<file path="src/rtl/tx_frame_header_inserter.sv">
`default_nettype none
// ============================================================================
// Module   : tx_frame_header_inserter
// Purpose  : Prepends one header beat (connection id, declared byte count,
//            per-connection sequence number) to every packet of the muxed TX
//            stream. It also compares the actual keep-byte count of each packet
//            against the declared byte count and flags any mismatch.
// Ports    : clk, resetn (async, active-low)
//            s_tx_*        upstream packet stream with id/byte_num sideband
//            m_tx_*        framed downstream stream (single register stage)
//            seq_clear     pulse that zeroes all sequence counters
//            len_err       one-cycle pulse on a byte-count mismatch
//            len_err_count saturating count of mismatches
// Note     : DATA_WIDTH*8 must be at least 32+SEQ_WIDTH.
// Revision : 1.0 - initial release
// ============================================================================
module tx_frame_header_inserter #(
  parameter int DATA_WIDTH = 16,
  parameter int SEQ_WIDTH  = 16
) (
  input  logic                    clk,
  input  logic                    resetn,
  input  logic [DATA_WIDTH*8-1:0] s_tx_data,
  input  logic [DATA_WIDTH-1:0]   s_tx_keep,
  input  logic [3:0]              s_tx_connection_id,
  input  logic [12:0]             s_tx_byte_num,
  input  logic                    s_tx_last,
  input  logic                    s_tx_valid,
  output logic                    s_tx_ready,
  output logic [DATA_WIDTH*8-1:0] m_tx_data,
  output logic [DATA_WIDTH-1:0]   m_tx_keep,
  output logic                    m_tx_last,
  output logic                    m_tx_valid,
  input  logic                    m_tx_ready,
  input  logic                    seq_clear,
  output logic                    len_err,
  output logic [15:0]             len_err_count
);

  localparam int C_DW_BITS = DATA_WIDTH * 8;
  localparam int C_NCONN   = 16;

  typedef enum logic [0:0] {
    ST_HDR = 1'b0,
    ST_PAY = 1'b1
  } state_t;

  state_t                 r_state;
  state_t                 w_state_nxt;
  logic                   w_slot_free;
  logic                   w_hdr_load;
  logic                   w_pay_acc;
  logic                   w_pkt_done;
  logic                   w_len_mis;
  logic [3:0]             r_conn;
  logic [12:0]            r_byte_num;
  logic [13:0]            r_acc;
  logic [13:0]            w_pop;
  logic [13:0]            w_acc_sum;
  logic [SEQ_WIDTH-1:0]   r_seq [C_NCONN];
  logic [C_DW_BITS-1:0]   w_hdr;

  // The output register can take a new beat when it is empty or being drained.
  assign w_slot_free = ~m_tx_valid | m_tx_ready;

  always_comb begin
    w_pop = '0;
    for (int i = 0; i < DATA_WIDTH; i++) begin
      w_pop = w_pop + {13'd0, s_tx_keep[i]};
    end
  end

  assign w_acc_sum  = r_acc + w_pop;
  assign w_pkt_done = w_pay_acc & s_tx_last;
  assign w_len_mis  = (w_acc_sum != {1'b0, r_byte_num});

  // Header is built from the live sideband since it is loaded in the same
  // cycle the sideband is latched.
  always_comb begin
    w_hdr                     = '0;
    w_hdr[3:0]                = s_tx_connection_id;
    w_hdr[20:8]               = s_tx_byte_num;
    w_hdr[31+SEQ_WIDTH:32]    = r_seq[s_tx_connection_id];
  end

  // Next-state / handshake logic. The header cycle never consumes the payload
  // beat; upstream only sees ready in the payload state.
  always_comb begin
    w_state_nxt = r_state;
    s_tx_ready  = 1'b0;
    w_hdr_load  = 1'b0;
    w_pay_acc   = 1'b0;
    case (r_state)
      ST_HDR: begin
        if (s_tx_valid && w_slot_free) begin
          w_hdr_load  = 1'b1;
          w_state_nxt = ST_PAY;
        end
      end
      ST_PAY: begin
        s_tx_ready = w_slot_free;
        if (s_tx_valid && w_slot_free) begin
          w_pay_acc = 1'b1;
          if (s_tx_last) begin
            w_state_nxt = ST_HDR;
          end
        end
      end
      default: w_state_nxt = ST_HDR;
    endcase
  end

  always_ff @(posedge clk or negedge resetn) begin
    if (!resetn) begin
      r_state <= ST_HDR;
    end else begin
      r_state <= w_state_nxt;
    end
  end

  // Packet context and byte accumulator.
  always_ff @(posedge clk or negedge resetn) begin
    if (!resetn) begin
      r_conn     <= '0;
      r_byte_num <= '0;
      r_acc      <= '0;
    end else if (w_hdr_load) begin
      r_conn     <= s_tx_connection_id;
      r_byte_num <= s_tx_byte_num;
      r_acc      <= '0;
    end else if (w_pay_acc) begin
      r_acc <= w_acc_sum;
    end
  end

  // Output register stage.
  always_ff @(posedge clk or negedge resetn) begin
    if (!resetn) begin
      m_tx_valid <= 1'b0;
      m_tx_data  <= '0;
      m_tx_keep  <= '0;
      m_tx_last  <= 1'b0;
    end else if (w_hdr_load) begin
      m_tx_valid <= 1'b1;
      m_tx_data  <= w_hdr;
      m_tx_keep  <= '1;
      m_tx_last  <= 1'b0;
    end else if (w_pay_acc) begin
      m_tx_valid <= 1'b1;
      m_tx_data  <= s_tx_data;
      m_tx_keep  <= s_tx_keep;
      m_tx_last  <= s_tx_last;
    end else if (w_slot_free) begin
      m_tx_valid <= 1'b0;
    end
  end

  // Sequence counters; a clear pulse overrides a coincident increment.
  always_ff @(posedge clk or negedge resetn) begin
    if (!resetn) begin
      for (int i = 0; i < C_NCONN; i++) begin
        r_seq[i] <= '0;
      end
    end else if (seq_clear) begin
      for (int i = 0; i < C_NCONN; i++) begin
        r_seq[i] <= '0;
      end
    end else if (w_pkt_done) begin
      r_seq[r_conn] <= r_seq[r_conn] + 1'b1;
    end
  end

  // Length-error pulse and saturating counter.
  always_ff @(posedge clk or negedge resetn) begin
    if (!resetn) begin
      len_err       <= 1'b0;
      len_err_count <= '0;
    end else begin
      len_err <= w_pkt_done & w_len_mis;
      if (w_pkt_done && w_len_mis && (len_err_count != 16'hFFFF)) begin
        len_err_count <= len_err_count + 16'd1;
      end
    end
  end

endmodule
`default_nettype wire

</file>
<file path="config.mk">
export PLATFORM = sky130hd
export DESIGN_NAME = tx_frame_header_inserter
export DESIGN_NICKNAME = d
export VERILOG_FILES = /design/src/rtl/tx_frame_header_inserter.sv
export SDC_FILE = /design/constraint.sdc
export NUM_CORES = 1
export LEC_CHECK = 0
export BUFFER_PORTS_ARGS = -buffer_cell sky130_fd_sc_hd__buf_2
export CORE_MARGIN = 5
export CORE_UTILIZATION = 30
export CTS_CLUSTER_SIZE = 20
export DETAILED_ROUTE_END_ITERATION = 6
export PLACE_DENSITY = 0.53
export SLEW_MARGIN = 10
export SYNTH_ARGS = -nofsm -noshare
export SYNTH_HDL_FRONTEND = slang
export SYNTH_SLANG_ARGS = --single-unit
</file>
<file path="constraint.sdc">
create_clock -name clk -period 9.7 [get_ports clk]
set_input_delay 0.97 -clock clk [delete_from_list [all_inputs] [get_ports clk]]
set_output_delay 0.97 -clock clk [all_outputs]
set_load 0.01 [all_outputs]
</file>
==> metrics <==
number of synthesized flops with an enable pin 0; Distinct cells, synth 64; hold buffers post-CTS 0; first-pass GRT wire length 115 mm; maximum root-to-sink buffer count 3; Final Hold Fails 0; max cap viols 0; Worst Tran Pin Value 1210 ps; Area after DPL 25,000 um2; Root Buffer clkbuf_16; Routability Congestion 0.854; Hold Crit Class input port to async pin; clock latency on the worst-skew pair 590 ps; async set-reset flop share out of synthesis 100%; I/O Buffers 330; crit-path max FO 16; DR pass1 iterations 5; syn_nets 2,247; sequential fraction of the synthesis area 49.9%; pin count of the biggest net entering global routing 131; row count 100; Starting DRT DRC Count 1,459; DP HPWL 50.6 mm; Die H 285 um; synthesized area 22,600 um2; clock sink total 451; io pins 331; Seq cells post-synth 451; CP Data Required Time 10,160 ps; layout cell share with drive strength beyond 1 27.7%; status complete, no violations; nets@finish 2,488; final wirelength 75.1 mm; initial core utilization 30.4%; register area 11,300 um2; GR Overflow Total 0; Setup WS pre-CTS 2760 ps; unrepaired setup endpoints after global routing no; Worst Skew 18.6 ps; ANT nets after route 0; H-tree levels 2; vias 17,700; postcts setup bufs 0; power per standard cell area 205 nW/um2; clk slew on worst S/H paths 60 ps; # fillers 7,388; # DRC 0; f_max 157 MHz; wire per inst 22.7 um; Die Wd 285 um; kind of critical path input port to register; Worst EP arrival 6850 ps; vias per cell 5.36; Max-slew headroom 19.5%; Max IR drop VDD 0.0910 mV; Top FF cell, synth dfrtp_1; Final setup viols 0; Syn Inst Count 2,058; full die area 81,000 um2; post-layout minimum cycle time 6380 ps; Core Region 74,600 um2; Leak Pwr 12.2 nW; vias in the first global route 18,200; initial antenna violation count 3; CTS tree yes; Startpoint Class input port; fin area 26,600 um2; syn avg cell area 11.0 um2; Synth Warn # 0; Pwr Total 5.45 mW; overall routing resource usage 18.1%; area delta synth->final 17.6%; total CTS buffers 47; footprint of the multi-input gates 10,500 um2; PostCTS Resize Cnt 0; setup slack after layout 3320 ps; crit share post-route 65.8%; Setup crit end kind register; Final Max Tran Viols 0; final setup TNS 0 ps
[power breakdown]
group | switching [mW] | internal (mW)
sequential | 0.210 | 2.05
clock | 0.776 | 1.05
combinational | 0.833 | 0.535
total | 1.82 | 3.63
[layout make-up]
type	instances	area share [%]
tap	969	4.55
antenna	3	0.0282
multi-input combinational	1402	39.5
clock inverter	13	0.371
sequential	451	42.4
timing repair buffer	363	7.24
clock buffer	72	5.45
inverter	34	0.479
[per-layer routing]
layer	wire length (um)	global-route usage, %	part of all wire, %
met5	10	0.417	0.013
met4	2570	5.87	3.4
met3	4900	3.50	6.5
met2	38100	32.0	51
met1	29600	22.2	39
[through the flow]
step / cells / util (%) / hold slack (ps)
4_1_cts: 3304 / 35.7 / 465
3_3_place_gp: 3219 / 33.6 / 444
6_report: 3307 / 35.7 / 461
3_5_place_dp: 3219 / 33.6 / 451
2_1_floorplan: 2058 / - / 445
5_1_grt: 3306 / 35.7 / 478
[worst max-delay path: stages]
cell	delay, ps
buf_2	110
fa_1	530
inv_1	50
fa_1	480
fa_1	510
fa_1	520
fa_1	200
inv_1	70
fa_1	490
a21oi_1	330
a2bb2oi_4	300
xnor2_1	140
a2111oi_2	380
nand3_1	190
a2111oi_4	1080
nor3_2	140
mux2_1	360
[flip-flops by register name (all words and copies together) (netlist names), 4 cells and up]
register,flops
r_seq,256
r_conn,4
m_tx_data,128
r_byte_num,13
r_acc,14
len_err_count,16
m_tx_keep,16
[worst paths after layout]
kind,start,endpoint,slack (ps),cells past startpoint
max in group asynchronous,resetn,r_state$_DFF_PN0_,6870,3
min in group clk,m_tx_data[104]$_DFFE_PN0P_,m_tx_data[104]$_DFFE_PN0P_,460,2
worst max register to register,r_acc[0]$_DFFE_PN0P_,len_err_count[1]$_DFFE_PN0P_,4010,15
worst min register to register,m_tx_data[104]$_DFFE_PN0P_,m_tx_data[104]$_DFFE_PN0P_,460,2
worst max-delay path,s_tx_keep[11],len_err_count[1]$_DFFE_PN0P_,3320,17
worst min-delay path,resetn,m_tx_data[37]$_DFFE_PN0P_,460,1
[synth_stat cells (5+ instances only)]
| cell | count | share of area, % |
|---|---|---|
| dfrtp_1 | 451 | 50 |
| nand2_1 | 449 | 7.4 |
| o21ai_0 | 162 | 3.6 |
| mux4_2 | 130 | 13 |
| clkbuf_1 | 113 | 1.9 |
| nand3_1 | 111 | 2.5 |
| nor2_1 | 102 | 1.7 |
| a211oi_1 | 54 | 1.8 |
| mux2i_1 | 44 | 1.9 |
| a22o_1 | 42 | 1.6 |
| inv_1 | 34 | 0.56 |
| a22oi_1 | 30 | 1.0 |
| nor3_1 | 28 | 0.62 |
| o21ai_1 | 24 | 0.53 |
| buf_2 | 23 | 0.51 |
| xor2_1 | 23 | 0.89 |
| a21oi_1 | 20 | 0.44 |
| mux2_2 | 20 | 1.0 |
| a31oi_1 | 19 | 0.53 |
| buf_1 | 16 | 0.27 |
| xnor2_1 | 16 | 0.62 |
| mux4_1 | 15 | 1.7 |
| fa_1 | 12 | 1.1 |
| ha_1 | 10 | 0.55 |
| nand4_1 | 10 | 0.28 |
| o21ai_2 | 10 | 0.39 |
| and3_1 | 8 | 0.22 |
| nor2b_1 | 7 | 0.19 |
| buf_4 | 6 | 0.20 |
| a21o_1 | 5 | 0.17 |
| and2_1 | 5 | 0.14 |
| nor4_1 | 5 | 0.14 |
[cells in the final DEF, fill, tap and decap left out, types with 9 or more instances in the layout]
master | synthesis | layout
nand2_1 | 449 | 448
dfrtp_1 | 451 | 448
buf_2 | 23 | 327
o21ai_0 | 162 | 162
mux4_2 | 130 | 130
nand3_1 | 111 | 111
nor2_1 | 102 | 100
a211oi_1 | 54 | 54
clkbuf_16 | 0 | 47
mux2i_1 | 44 | 44
a22o_1 | 42 | 42
inv_1 | 34 | 34
buf_4 | 6 | 34
a22oi_1 | 30 | 30
nor3_1 | 28 | 24
o21ai_1 | 24 | 24
xor2_1 | 23 | 23
mux2_2 | 20 | 20
a31oi_1 | 19 | 19
clkbuf_8 | 0 | 18
mux4_1 | 15 | 15
xnor2_1 | 16 | 13
a21oi_2 | 0 | 12
fa_1 | 12 | 12
nand4_1 | 10 | 10
o21ai_2 | 10 | 10
ha_1 | 10 | 10
clkinv_2 | 0 | 9
[logic make-up after synthesis]
kind of cell | share of synthesized area [%]
xor gates and xnor gates | 2.01
adders and majority gates | 1.61
AOI/OAI and AO/OA | 10.7
buffers and inverters | 4.18
muxes | 17.7
and+or+nand+nor | 13.9
DFF | 49.9
Power figures use the tool's default switching activity.
